--- config.mk ---
export PLATFORM = sky130hd
export DESIGN_NAME = csr_unit
export DESIGN_NICKNAME = d
export VERILOG_FILES = /design/src/rtl/csr_unit.sv
export SDC_FILE = /design/constraint.sdc
export NUM_CORES = 1
export LEC_CHECK = 0
export CAP_MARGIN = 20
export CORE_MARGIN = 2
export CORE_UTILIZATION = 35
export CTS_CLUSTER_SIZE = 12
export DETAILED_ROUTE_END_ITERATION = 10
export DONT_BUFFER_PORTS = 1
export MAX_ROUTING_LAYER = met4
export PLACE_DENSITY = 0.59
export SLEW_MARGIN = 5
export SYNTH_ARGS = -nofsm -noshare
export SYNTH_HDL_FRONTEND = slang
export SYNTH_SLANG_ARGS = --single-unit
--- constraint.sdc ---
create_clock -name clock -period 4.99 [get_ports clock]
set_input_delay 0.998 -clock clock [delete_from_list [all_inputs] [get_ports clock]]
set_output_delay 0.998 -clock clock [all_outputs]
set_load 0.005 [all_outputs]
--- src/rtl/csr_unit.sv ---
// ---------------------------------------------------------------------------
// csr_unit : machine-mode CSR file with counters, trap entry/exit, irq eval
// Revision : 1.0
// ---------------------------------------------------------------------------
`default_nettype none

module csr_unit #(
  parameter int unsigned WIDTH       = 32,
  parameter int unsigned HART_ID     = 0,
  parameter logic [63:0] MTVEC_RESET = 64'd0
) (
  input  logic             clock,
  input  logic             reset_n,
  input  logic             csr_en,
  input  logic [1:0]       csr_op,
  input  logic [4:0]       rs1,
  input  logic [11:0]      address,
  input  logic [WIDTH-1:0] data_w,
  output logic [WIDTH-1:0] data_r,
  output logic             illegal,
  input  logic             retire,
  input  logic             trap,
  input  logic [WIDTH-1:0] trap_cause,
  input  logic [WIDTH-1:0] trap_pc,
  input  logic [WIDTH-1:0] trap_val,
  input  logic             mret,
  input  logic             irq_ext,
  input  logic             irq_timer,
  input  logic             irq_sw,
  output logic             irq_pending,
  output logic [WIDTH-1:0] mtvec_out,
  output logic [WIDTH-1:0] mepc_out
);

  localparam bit             IS32        = (WIDTH == 32);
  localparam logic [1:0]     MXL         = IS32 ? 2'b01 : 2'b10;
  localparam logic [WIDTH-1:0] MISA_VAL  = {MXL, {(WIDTH-2){1'b0}}} | WIDTH'(12'h100);
  localparam logic [WIDTH-1:0] MIE_MASK  = WIDTH'(12'h888);
  localparam logic [WIDTH-1:0] MTVEC_MSK = ~WIDTH'(2'b10);
  localparam logic [WIDTH-1:0] MEPC_MSK  = ~WIDTH'(2'b11);

  logic             mstatus_mie_q, mstatus_mie_d;
  logic             mstatus_mpie_q, mstatus_mpie_d;
  logic [WIDTH-1:0] mie_q, mie_d;
  logic [WIDTH-1:0] mtvec_q, mtvec_d;
  logic [WIDTH-1:0] mscratch_q, mscratch_d;
  logic [WIDTH-1:0] mepc_q, mepc_d;
  logic [WIDTH-1:0] mcause_q, mcause_d;
  logic [WIDTH-1:0] mtval_q, mtval_d;
  logic [63:0]      mcycle_q, mcycle_d;
  logic [63:0]      minstret_q, minstret_d;

  logic [WIDTH-1:0] mip_val, mstatus_val, rd_val, wval;
  logic             hit, eff_we, we;

  assign mip_val     = WIDTH'({irq_ext, 3'b000, irq_timer, 3'b000, irq_sw, 3'b000});
  assign mstatus_val = WIDTH'({2'b11, 3'b000, mstatus_mpie_q, 3'b000, mstatus_mie_q, 3'b000});

  always_comb begin
    hit    = 1'b1;
    rd_val = '0;
    case (address)
      12'h300: rd_val = mstatus_val;
      12'h301: rd_val = MISA_VAL;
      12'h304: rd_val = mie_q;
      12'h305: rd_val = mtvec_q;
      12'h340: rd_val = mscratch_q;
      12'h341: rd_val = mepc_q;
      12'h342: rd_val = mcause_q;
      12'h343: rd_val = mtval_q;
      12'h344: rd_val = mip_val;
      12'hB00, 12'hC00: rd_val = WIDTH'(mcycle_q);
      12'hB02, 12'hC02: rd_val = WIDTH'(minstret_q);
      12'hB80, 12'hC80: begin hit = IS32; rd_val = IS32 ? WIDTH'(mcycle_q[63:32]) : '0; end
      12'hB82, 12'hC82: begin hit = IS32; rd_val = IS32 ? WIDTH'(minstret_q[63:32]) : '0; end
      12'hF14: rd_val = WIDTH'(HART_ID);
      default: hit = 1'b0;
    endcase
  end

  always_comb begin
    case (csr_op)
      2'b01:   wval = data_w;
      2'b10:   wval = rd_val | data_w;
      2'b11:   wval = rd_val & ~data_w;
      default: wval = rd_val;
    endcase
  end

  assign eff_we  = csr_en && (csr_op != 2'b00) && ((csr_op == 2'b01) || (rs1 != 5'd0));
  assign illegal = csr_en && (csr_op != 2'b00) && (!hit || (eff_we && (address[11:10] == 2'b11)));
  assign data_r  = illegal ? '0 : rd_val;
  // Trap and mret win over a CSR write in the same cycle; the write is dropped.
  assign we      = eff_we && !illegal && !trap && !mret;

  always_comb begin
    mstatus_mie_d  = mstatus_mie_q;
    mstatus_mpie_d = mstatus_mpie_q;
    mie_d          = mie_q;
    mtvec_d        = mtvec_q;
    mscratch_d     = mscratch_q;
    mepc_d         = mepc_q;
    mcause_d       = mcause_q;
    mtval_d        = mtval_q;
    mcycle_d       = mcycle_q + 64'd1;
    minstret_d     = minstret_q + {63'd0, retire};
    if (we) begin
      case (address)
        12'h300: begin mstatus_mie_d = wval[3]; mstatus_mpie_d = wval[7]; end
        12'h304: mie_d      = wval & MIE_MASK;
        12'h305: mtvec_d    = wval & MTVEC_MSK;
        12'h340: mscratch_d = wval;
        12'h341: mepc_d     = wval & MEPC_MSK;
        12'h342: mcause_d   = wval;
        12'h343: mtval_d    = wval;
        12'hB00: mcycle_d   = IS32 ? {mcycle_q[63:32], wval[31:0]} : 64'(wval);
        12'hB02: minstret_d = IS32 ? {minstret_q[63:32], wval[31:0]} : 64'(wval);
        12'hB80: mcycle_d   = {wval[31:0], mcycle_q[31:0]};
        12'hB82: minstret_d = {wval[31:0], minstret_q[31:0]};
        default: ;
      endcase
    end
    if (trap) begin
      mepc_d         = trap_pc & MEPC_MSK;
      mcause_d       = trap_cause;
      mtval_d        = trap_val;
      mstatus_mpie_d = mstatus_mie_q;
      mstatus_mie_d  = 1'b0;
    end else if (mret) begin
      mstatus_mie_d  = mstatus_mpie_q;
      mstatus_mpie_d = 1'b1;
    end
  end

  always_ff @(posedge clock or negedge reset_n) begin
    if (!reset_n) begin
      mstatus_mie_q  <= 1'b0;
      mstatus_mpie_q <= 1'b0;
      mie_q          <= '0;
      mtvec_q        <= WIDTH'(MTVEC_RESET);
      mscratch_q     <= '0;
      mepc_q         <= '0;
      mcause_q       <= '0;
      mtval_q        <= '0;
      mcycle_q       <= '0;
      minstret_q     <= '0;
    end else begin
      mstatus_mie_q  <= mstatus_mie_d;
      mstatus_mpie_q <= mstatus_mpie_d;
      mie_q          <= mie_d;
      mtvec_q        <= mtvec_d;
      mscratch_q     <= mscratch_d;
      mepc_q         <= mepc_d;
      mcause_q       <= mcause_d;
      mtval_q        <= mtval_d;
      mcycle_q       <= mcycle_d;
      minstret_q     <= minstret_d;
    end
  end

  assign irq_pending = mstatus_mie_q && |(mip_val & mie_q);
  assign mtvec_out   = mtvec_q;
  assign mepc_out    = mepc_q;

endmodule

`default_nettype wire

# == Yosys cells after proc, flatten, opt, wreduce, memory -nomap -nowiden ==
# Cells that the tools add are included.
# word_totals
in_bits,156
out_inout_bits,98
reg_bits,292
# op_classes
reduce_logical,35
n_eq_ne,26
n_mux,25
bitwise,4
addsub,2
# op_table
op,n
$pmux 32 s13,1
$mux 32,10
$pmux 64 s2,2
$mux 64,2
$eq 12x10->1 const B,9
$eq 12x12->1 const B,9
$pmux 32 s3,1
$add 64x1->64,1
$add 64x1->64 const B,1
$and 32x32->32,1
$not 32->32,1
$or 32x32->32,1
$reduce_or 32->1,1
$reduce_or 18->1,1
$reduce_and 2->1,7
$and 12x12->12,1
$reduce_bool 2->1,5
$mux 1,9
$logic_and 1x1->1,8
$ne 2x2->1 const B,4
$reduce_or 2->1,4
$eq 2x2->1 const B,3
$reduce_bool 3->1,2
$reduce_bool 5->1,1
3 further kinds,7

# == Longest topological paths before layout ==
# Gate-level depths: netlist (run 1).
# depth
ltp_word,13
depth_mapped,11
mapped_depth_nobuf,9

# == Worst setup path before layout (run 1) ==
# Ideal clock, no wire load.
# synth_path
kind,input port to output port
start,input address[7]
end,output data_r[15]
t_arrival_ps,2972
required_ps,3992
slack_ps,1020
path_stages,11
path_buffers,4
path_cell_list,buf_2 -> or4_4 -> buf_6 -> buf_2 -> o21ai_0 -> a21oi_1 -> o22ai_1 -> or3_1 -> a21oi_1 -> buf_2 -> nor2_1
# synth_via
elab_chain_cells,7
# synth_rtl
item,line_no,source
from (decl),17,"input logic [11:0] address,"
$eq 12x12->1 / $eq 12x10->1 (equally long branches),62,case (address)
$reduce_or 18->1 (no line) (*),-,
$mux 1 (*),62,
$logic_not 1->1 (*),91,assign illegal = csr_en && (csr_op != 2'b00) && (!hit || (eff_we && (address[11:10] == 2'b11)));
$logic_or 1x1->1 (*),91,
$logic_and 1x1->1 (*),91,
named net illegal,20,"output logic illegal,"
$mux 32 (*),92,assign data_r = illegal ? '0 : rd_val;
to (decl),19,"output logic [WIDTH-1:0] data_r,"
# The timed path passes the listed nets; every way through them passes the cells marked *.

# == Worst setup path in the final report (run 1) ==
# layout_path
start,input address[8]
end,output data_r[19]
# layout_via
elab_chain_cells,7
# layout_rtl
item,line_no
$eq 12x12->1 / $eq 12x10->1 (equally long branches),62
$reduce_or 18->1 (no line),-
$mux 1,62
$logic_not 1->1,91
$logic_or 1x1->1,91
$logic_and 1x1->1,91
$mux 32 (*),92
# Mark *: on every way between the ends. The rest lies on a longest branch, timed or not.

==> results of run 1 <==
[cells in the mapped netlist (19+ instances only)]
cell / count / share of area, %
nand3_1: 64 / 1.8
inv_1: 19 / 0.40
and3_1: 36 / 1.3
a222oi_1: 33 / 1.9
dfrtp_1: 290 / 41
a22oi_1: 114 / 4.8
clkbuf_1: 89 / 1.9
xnor2_1: 60 / 3.0
a22o_1: 23 / 1.1
o21ai_1: 27 / 0.76
o21ai_0: 241 / 6.8
nor2_1: 106 / 2.2
buf_2: 43 / 1.2
mux2i_1: 31 / 1.8
nand4_1: 44 / 1.6
nor4_1: 20 / 0.71
nand2_1: 242 / 5.1
nor3_1: 50 / 1.4
a31oi_1: 26 / 0.92
a21oi_1: 112 / 3.2
o22ai_1: 23 / 0.81
and4_1: 26 / 1.3
[where the power goes]
part | internal, uW | switching (uW)
logic | 177 | 296
clock network | 1520 | 1130
registers | 2480 | 195
total | 4170 | 1620
[routing by layer]
metal,vias up,GRT usage (%)
met3,283,8.41
met5,-,-
met1,9236,44.2
met4,0,17.5
li1,7645,-
met2,1380,50.0
[kinds of logic (layout without fill, tap and decap cells)]
group,after synthesis,in the layout,synth area share (%)
AND/OR/NAND/NOR,711,711,21.3
flip-flops,290,290,41.0
adder cells (fa/ha/maj),3,3,0.212
multiplexers,35,35,2.01
AO/OA/AOI/OAI,741,741,27.7
buffers and inverters,177,165,4.60
XOR/XNOR,64,64,3.17
other,1,5,0.0212
[worst max-delay path by stage]
| stage | end | depth (start not counted) | slack (ns) | start |
|---|---|---|---|---|
| after floorplan | data_r[15] | 11 | 1.02 | address[7] |
| after global placement | data_r[19] | 6 | 0.71 | address[8] |
| after detailed placement | data_r[19] | 6 | 0.71 | address[8] |
| after CTS | data_r[19] | 6 | 0.69 | address[8] |
| after global routing | data_r[19] | 6 | 0.65 | address[8] |
| final | data_r[19] | 6 | 0.64 | address[8] |
[area by class of cell]
cell class	count	area [um2]	area share, %
multi-input cells	1557	9770	49.3
flip-flops and latches	290	7260	36.7
clock buffers	52	1010	5.10
well taps	672	841	4.25
repair buffers	86	713	3.60
clock inverters	8	131	0.664
inverters	19	71.3	0.360
diodes	2	5.00	0.0253
[metrics by stage]
step	instance area [um2]	hold WS, ns	instances	utilization, %
2_1_floorplan	17700	0.442	2024	-
3_3_place_gp	18600	0.458	2622	37.2
3_5_place_dp	18600	0.471	2623	37.2
4_1_cts	19800	0.116	2683	39.5
5_1_grt	19800	0.106	2686	39.5
6_report	19800	0.127	2686	39.5
[worst reg2reg max path: stages (launching register included)]
cell and delay (ns):
dfrtp_1 0.58, ha_1 0.30, and4_1 0.34, nand4_1 0.44
nor4_2 0.69, nand3_1 0.34, or3_1 0.45, o32a_1 0.29
o21ai_0 0.08
[registers in the layout, summed over array words and instances (netlist names)]
name / cells
mcause_q: 32
mcycle_q: 64
mepc_out: 30
mie_q: 3
minstret_q: 64
mscratch_q: 32
mstatus_mie_q: 1
mstatus_mpie_q: 1
mtval_q: 32
mtvec_out: 31
==> results.py, run 1 <==
metrics = {
    "outcome": {
        "outcome": "complete, no violations",
    },
    "timing": {
        "rsz0062_at_grt": "false",
        "relSlewSlack_pct": 19.4,
        "tns_ns": 0,
        "max_slew.worst_pin.slew_ns": 1.20,
        "setup_ws_ns": 0.641,
        "period_needed_ns": 4.35,
        "finalHoldViolCount": 0,
        "min_period_over_period_pct": 87.2,
        "drv_slew": 0,
        "skew_ns": 0.0218,
        "final-setup-viol-count": 0,
        "max_freq_mhz": 230,
    },
    "setup_path": {
        "crit_buf_inv": 1,
        "critPathKind": "in2out",
        "critical_path.slowest_cell": "or4bb_1",
        "r2r_setup_slack_ns": 1.41,
        "reg2reg_depth": 8,
        "path_delay_family": "simple AND/OR/NAND/NOR gates",
        "cp_data_arrival_time_ns": 3.35,
        "crit_chain": "or4bb_1 > a211oi_4 > buf_4 > a22o_1 > or3_1 > nor2b_1",
        "slowest_delay_ns": 0.76,
        "cp_max_fo": 25,
        "worstPathRequired_ns": 3.99,
        "startpoint_type": "primary input",
        "end_kind": "primary output",
        "rr_endpoint": "minstret_q[63]",
        "r2r_start": "minstret_q[0]",
    },
    "die": {
        "die_height_um": 229,
        "dieArea_um2": 52400,
        "initial_core_util_pct": 35.3,
        "ioPinCount": 254,
        "die_w_um": 229,
        "num_rows": 82,
        "core-area_um2": 50100,
    },
    "synth": {
        "ys_warn_count": 0,
        "synth_seq_cells": 290,
        "syn_inst": 2022,
        "syn_area_um2": 17700,
        "seq_area_frac_synth_pct": 41.0,
        "async_flop_share_pct": 100,
        "synth_edf_count": 0,
        "ys_types": 95,
        "synth_ff_type": "dfrtp_1",
        "syn_area_per_cell_um2": 8.75,
    },
    "routing": {
        "vias_per_cell": 6.90,
        "wl_met3_mm": 10.5,
        "routed_wl_mm": 89.1,
        "wire_per_inst_um": 33.2,
        "drt_iter0_markers": 2885,
        "wl_met2_mm": 38.8,
        "drt-met1-wl_mm": 34.2,
        "postRouteAntennaNets": 0,
        "vias": 18500,
        "drt_first_pass_iters": 6,
        "top_layer": "met4",
        "drc_errors": 0,
    },
    "clock_tree": {
        "cts_tree": "done",
        "cts-root-buf": "clkbuf_16",
        "clk_pin_slew_ns": 0.06,
        "clkLatencyLatePin_ns": 0.58,
        "cts_num_sinks": 290,
        "cts_setup_buffers": 0,
        "ctsHoldBuffers": 0,
        "htreeDepth": 2,
        "cts_made_buffers": 35,
        "cts_resized": 0,
        "clk_path_buf_depth": 3,
    },
    "cells_and_area": {
        "fillers": 5113,
        "layout-drive-gt1-share_pct": 10.4,
        "mostFrequentLayoutCell": "dfrtp_1",
        "final_nets": 2148,
        "final_cell_mix": "290 x dfrtp_1, 240 x nand2_1, 240 x o21ai_0, 114 x a22oi_1, 110 x a21oi_1",
        "area_delta_synth_final_pct": 11.9,
    },
    "flow_run": {
        "cap_violations": 0,
    },
    "power_and_ir_drop": {
        "irDropWorstVdd_mv": 0.186,
        "p_leak_uw": 0.00747,
        "p_per_area_nw_per_um2": 292,
        "total_power_uw": 5790,
    },
    "global_routing": {
        "grt_usage_pct": 34.3,
        "grt_first_pass_wirelength_mm": 128,
        "grt_max_degree": 291,
        "grt_pass1_vias": 17400,
        "antenna_found_initial": 4,
        "gr-total-overflow": 0,
    },
    "placement": {
        "routabilityCongestion": 0.997,
        "dp_slack_ns": 0.705,
        "numPortBuffers": 0,
        "dp_hpwl_mm": 63.8,
    },
    "hold_path": {
        "min_path_type": "in2async",
    },
}
No activity file was read; power rests on OpenSTA's default activity.
==> run 2: changes to the inputs <==
--- a/config.mk
+++ b/config.mk
@@ -5,6 +5,7 @@
 export SDC_FILE = /design/constraint.sdc
 export NUM_CORES = 1
 export LEC_CHECK = 0
+export ABC_AREA = 1
 export CAP_MARGIN = 20
 export CORE_MARGIN = 2
 export CORE_UTILIZATION = 35
==> run 2 against run 1 <==
  * Cell count increased by 44%
  * Critical path depth increased by 6
  * Synthesized cell count increased by 54%
  * Area after synthesis increased by 12%
  * Design area increased by 12%
  * Die area increased by 12%
  * Sequential power decreased by 3%
  * Clock skew decreased by 0.0032 ns
  * Clock-buffer cell count increased by 6
  * Worst hold slack improved by 0.0085 ns
  * Flip-flop and latch count unchanged
  * Total power increased by 3.0%
==> results.py, run 2 <==
metrics = {
    "timing": {
        "holdWs_ns": 0.135,
        "relSlewSlack_pct": 1.01,
        "period_needed_ns": 4.59,
        "setup_ws_ns": 0.402,
        "max_slew.worst_pin.slew_ns": 1.48,
        "drv_slew": 0,
        "max_freq_mhz": 218,
        "rsz0062_at_grt": "false",
        "skew_ns": 0.0187,
        "final-setup-viol-count": 0,
        "min_period_over_period_pct": 91.9,
        "finalHoldViolCount": 0,
        "tns_ns": 0,
    },
    "flow_run": {
        "cap_violations": 0,
    },
    "placement": {
        "dp_slack_ns": 0.521,
        "dp_hpwl_mm": 74.3,
        "numPortBuffers": 0,
        "routabilityCongestion": 1.02,
    },
    "global_routing": {
        "grt_usage_pct": 33.5,
        "grt_pass1_vias": 20000,
        "gr-total-overflow": 0,
        "grt_max_degree": 291,
        "grt_first_pass_wirelength_mm": 139,
        "antenna_found_initial": 6,
    },
    "routing": {
        "vias_per_cell": 5.58,
        "vias": 21600,
        "drc_errors": 0,
        "drt-met1-wl_mm": 39.6,
        "drt_iter0_markers": 2812,
        "wl_met2_mm": 41.9,
        "top_layer": "met4",
        "routed_wl_mm": 97.8,
        "drt_first_pass_iters": 7,
        "postRouteAntennaNets": 0,
        "wire_per_inst_um": 25.2,
        "wl_met3_mm": 12.8,
    },
    "setup_path": {
        "r2r_setup_slack_ns": 1.65,
        "cp_max_fo": 19,
        "critical_path.slowest_cell": "nor2_4",
        "r2r_start": "minstret_q[0]",
        "cp_data_arrival_time_ns": 3.59,
        "rr_endpoint": "minstret_q[57]",
        "reg2reg_depth": 14,
        "end_kind": "primary output",
        "critPathKind": "in2out",
        "path_delay_family": "simple AND/OR/NAND/NOR gates",
        "crit_chain": "inv_1 > nor2_1 > nand2_2 > inv_1 > o21ai_0 > nand3_1 > nor2_1 > a21boi_1 > nor2_4 > buf_4 > a31oi_1 > buf_4",
        "worstPathRequired_ns": 3.99,
        "crit_buf_inv": 4,
        "startpoint_type": "primary input",
        "slowest_delay_ns": 0.72,
    },
    "power_and_ir_drop": {
        "irDropWorstVdd_mv": 0.240,
        "total_power_uw": 5960,
        "p_leak_uw": 0.0106,
        "p_per_area_nw_per_um2": 268,
    },
    "synth": {
        "seq_area_frac_synth_pct": 36.5,
        "synth_top_cells_by_count": "1093 x nand2_1, 424 x nand3_1, 292 x inv_1",
        "synth_ff_type": "dfrtp_1",
        "async_flop_share_pct": 100,
        "syn_area_um2": 19900,
        "synth_seq_cells": 290,
        "syn_area_per_cell_um2": 6.40,
        "yosysTopAreaCell": "dfrtp_1",
        "ys_types": 38,
        "ys_warn_count": 0,
        "syn_inst": 3109,
        "synth_area_leaders": "dfrtp_1 36%, nand2_1 21%, nand3_1 11%",
        "yosysMostFrequentCell": "nand2_1",
        "synth_edf_count": 0,
        "synth_top_area_share_pct": 36.5,
    },
    "cells_and_area": {
        "final_cell_mix": "1093 x nand2_1, 424 x nand3_1, 291 x inv_1, 290 x dfrtp_1, 265 x nor2_1",
        "ff_latch_area_um2": 7260,
        "layout-drive-gt1-share_pct": 6.01,
        "reg_top3": "mcycle_q x64, minstret_q x64",
        "area_delta_synth_final_pct": 11.8,
        "fillers": 6138,
        "multi_input_area_um2": 10900,
        "final_nets": 3247,
        "mostFrequentLayoutCell": "nand2_1",
    },
    "die": {
        "ioPinCount": 254,
        "num_rows": 87,
        "initial_core_util_pct": 35.3,
        "die_w_um": 242,
        "die_height_um": 242,
        "core-area_um2": 56300,
        "dieArea_um2": 58800,
    },
    "clock_tree": {
        "cts_tree": "done",
        "clkLatencyLatePin_ns": 0.57,
        "cts_resized": 0,
        "cts_setup_buffers": 0,
        "clk_pin_slew_ns": 0.06,
        "ctsHoldBuffers": 0,
        "cts-root-buf": "clkbuf_16",
        "htreeDepth": 2,
        "cts_made_buffers": 38,
        "clk_path_buf_depth": 3,
        "cts_num_sinks": 290,
    },
    "outcome": {
        "outcome": "complete, no violations",
    },
    "hold_path": {
        "min_path_type": "in2async",
    },
}
run 2: changes by cell type in the layout (fill, tap and decap cells not counted), sizes merged, moves of 26 or more:
cell    before   now
nor2       107   291
a21oi      112    45
xnor2       60     9
o21ai      269   198
nand2      243  1099
xor2         4    99
a222oi      33     0
and4        27     0
a22oi      114     1
nand3       64   426
inv         21   300
and3        36     0
a211oi      26     0
mux2i       31     0
run 2: metrics by stage:
stage / cells / utilization, % / cell area (um2)
4_1_cts: 3865 / 39.3 / 22100
5_1_grt: 3875 / 39.5 / 22200
2_1_floorplan: 3111 / - / 19900
3_3_place_gp: 3800 / 37.1 / 20900
6_report: 3876 / 39.5 / 22200
3_5_place_dp: 3801 / 37.1 / 20900
run 2: final cells by class:
cell class              count  share of cell area, %
multi-input cells        2375                   49.1
flip-flops and latches    290                   32.6
clock buffers              58                   5.30
inverters                 301                   5.08
well taps                 756                   4.25
repair buffers             82                   3.17
clock inverters             6                  0.377
diodes                      8                 0.0900
run 2: how the worst max path moves through the flow:
stage | start | endpoint | cells after the start
detailed placement | address[9] | data_r[4] | 12
global route | address[1] | data_r[4] | 12
global placement | address[9] | data_r[4] | 12
floorplan | address[9] | data_r[19] | 13
CTS | address[9] | data_r[4] | 12
finish | address[1] | data_r[4] | 12
run 2: layer usage:
metal,global-route usage (%),vias up
met5,-,-
met4,11.6,0
met3,10.6,167
met2,48.4,1252
met1,43.9,10300
li1,-,9943
run 2: kinds of logic (layout without fill, tap and decap cells):
group	count (synthesis)	count (layout)	synth area share, %
fa+ha+maj	3	3	0.189
xor+xnor	108	108	4.76
other cells	1	11	0.0189
buf+inv	446	447	8.93
compound gates	287	287	7.60
simple gates	1974	1974	42.0
flops	290	290	36.5
run 2: power breakdown:
group	internal [uW]	total (uW)	leakage (uW)	switching, uW
Sequential	2460	2590	0.00365	131
Clock	1720	2860	0.000626	1150
Combinational	145	499	0.00634	354
Total	4330	5960	0.0106	1630
==> run 3: changes to the inputs <==
--- a/config.mk
+++ b/config.mk
@@ -12,6 +12,7 @@
 export CTS_CLUSTER_SIZE = 12
 export DETAILED_ROUTE_END_ITERATION = 10
 export DONT_BUFFER_PORTS = 1
+export GPL_ROUTABILITY_DRIVEN = 0
 export MAX_ROUTING_LAYER = met4
 export PLACE_DENSITY = 0.59
 export SLEW_MARGIN = 5
==> run 3 against run 2 <==
  * Total power down 2.4%
  * Sequential power about the same
  * First-iteration DRC count is 12% higher
  * Combinational power decreased by 3%
  * Setup slack better by 0.017 ns
  * Design area fell by 0.74%
  * Clock-buffer cell count fell by 6
  * Worst hold slack got worse by 0.0015 ns
  * Sequential share of layout area grew 0.24 points
  * Non-clock buffer count down 9
  * Clock power down 4%
  * Critical path depth shrank 2
  * Critical path type unchanged
  * Critical endpoint is now data_r[16]
  * Largest power group unchanged
==> results.py, run 3 (synthesis gave the netlist of run 2 again) <==
metrics = {
    "outcome": {
        "outcome": "complete, no violations",
    },
    "global_routing": {
        "grt_max_degree": 291,
        "grt_usage_pct": 31.4,
        "antenna_found_initial": 2,
        "grt_first_pass_wirelength_mm": 134,
        "gr-total-overflow": 0,
        "grt_pass1_vias": 20200,
    },
    "setup_path": {
        "cp_data_arrival_time_ns": 3.57,
        "critPathKind": "in2out",
        "worstPathRequired_ns": 3.99,
        "cp_max_fo": 11,
        "end_kind": "primary output",
        "startpoint_type": "primary input",
    },
    "clock_tree": {
        "clk_pin_slew_ns": 0.05,
        "cts_setup_buffers": 0,
        "clkLatencyLatePin_ns": 0.57,
        "cts_made_buffers": 37,
        "cts_tree": "done",
        "cts_resized": 0,
        "cts_num_sinks": 290,
        "ctsHoldBuffers": 0,
        "htreeDepth": 2,
        "cts-root-buf": "clkbuf_16",
        "clk_path_buf_depth": 3,
    },
    "die": {
        "die_w_um": 242,
        "die_height_um": 242,
        "initial_core_util_pct": 35.3,
        "num_rows": 87,
        "core-area_um2": 56300,
        "dieArea_um2": 58800,
        "ioPinCount": 254,
    },
    "timing": {
        "max_freq_mhz": 219,
        "final-setup-viol-count": 0,
        "tns_ns": 0,
        "relSlewSlack_pct": 27.7,
        "drv_slew": 0,
        "holdWs_ns": 0.134,
        "finalHoldViolCount": 0,
        "rsz0062_at_grt": "false",
        "min_period_over_period_pct": 91.6,
        "skew_ns": 0.0136,
        "max_slew.worst_pin.slew_ns": 1.07,
        "period_needed_ns": 4.57,
    },
    "placement": {
        "numPortBuffers": 0,
        "post_dp_cell_area_um2": 20800,
        "dp_cells": 3792,
        "dp_hpwl_mm": 68.9,
    },
    "power_and_ir_drop": {
        "p_per_area_nw_per_um2": 263,
        "p_seq_share_pct": 44.5,
        "power_frac_comb_pct": 8.3,
        "p_leak_uw": 0.0105,
        "sw_frac_of_total_pct": 27.4,
        "irDropWorstVdd_mv": 0.209,
        "internal_power_uw": 4220,
        "pwr-share-clk_pct": 47.2,
        "p_sw_uw": 1590,
    },
    "routing": {
        "drt_iter0_markers": 3163,
        "routed_wl_mm": 91.4,
        "drc_errors": 0,
        "wire_per_inst_um": 23.7,
        "vias": 21900,
        "postRouteAntennaNets": 0,
        "drt_first_pass_iters": 6,
        "vias_per_cell": 5.67,
    },
    "cells_and_area": {
        "fillers": 6166,
        "reg_top3": "mcycle_q x64, minstret_q x64",
        "mostFrequentLayoutCell": "nand2_1",
        "ff_latch_area_um2": 7260,
        "area_delta_synth_final_pct": 10.9,
        "fin_cells": 3862,
        "layout-drive-gt1-share_pct": 5.70,
        "fin_area_um2": 22100,
        "final_nets": 3237,
        "final_cell_mix": "1093 x nand2_1, 424 x nand3_1, 291 x inv_1, 290 x dfrtp_1, 265 x nor2_1",
        "multi_input_area_um2": 10900,
    },
    "flow_run": {
        "cap_violations": 0,
    },
    "hold_path": {
        "min_path_type": "in2async",
    },
}
run 3: metal layers:
| layer | GRT usage [%] | part of all wire, % | vias up |
|---|---|---|---|
| met5 | - | 0 | - |
| met4 | 11.0 | 3.7 | 0 |
| met3 | 8.23 | 14 | 208 |
| met2 | 44.3 | 42 | 1482 |
| met1 | 43.0 | 41 | 10300 |
| li1 | - | - | 9915 |
run 3: path summary, 6_finish.rpt:
kind	startpoint	cells past startpoint	slack (ns)	endpoint
max	address[9]	10	0.42	data_r[16]
min	reset_n	0	0.13	mcycle_q[6]
max reg2reg	minstret_q[0]	12	1.85	minstret_q[58]
min reg2reg	mscratch_q[0]	2	0.47	mscratch_q[0]
max in group asynchronous	reset_n	0	4.09	minstret_q[21]
min in group clock	mscratch_q[0]	2	0.47	mscratch_q[0]
run 3: final cells by class:
cell class                      instances  area share (%)
Clock buffer                           52            4.92
Antenna cell                            3          0.0340
Sequential cell                       290            32.9
Timing Repair Buffer                   73            2.76
Tap cell                              756            4.29
Clock inverter                         12           0.556
Inverter                              301            5.12
Multi-Input combinational cell       2375            49.4
run 3: power by group through the flow:
stage / clock network (uW) / registers [uW] / logic [uW]
5_1_grt: 2850 / 2600 / 530
6_report: 2740 / 2590 / 485
2_1_floorplan: 0 / 2580 / 311
3_5_place_dp: 0 / 2620 / 457
4_1_cts: 2760 / 2580 / 459
3_3_place_gp: 0 / 2620 / 454
run 3: through the flow:
stage / utilization [%] / setup WS (ns) / total power [uW]
6_report: 39.2 / 0.419 / 5810
5_1_grt: 39.2 / 0.418 / 5980
3_3_place_gp: 36.9 / 0.607 / 3070
4_1_cts: 39.1 / 0.617 / 5800
2_1_floorplan: - / 1.50 / 2890
3_5_place_dp: 36.9 / 0.618 / 3080
run 3: worst max-delay path, cell delays in order:
cell	delay, ns
nand2_1	0.09
inv_2	0.07
nand2_1	0.12
nand2_2	0.10
buf_4	0.22
nand2_1	0.44
o21ai_0	0.67
nor2_1	0.16
a31oi_1	0.49
buf_4	0.21
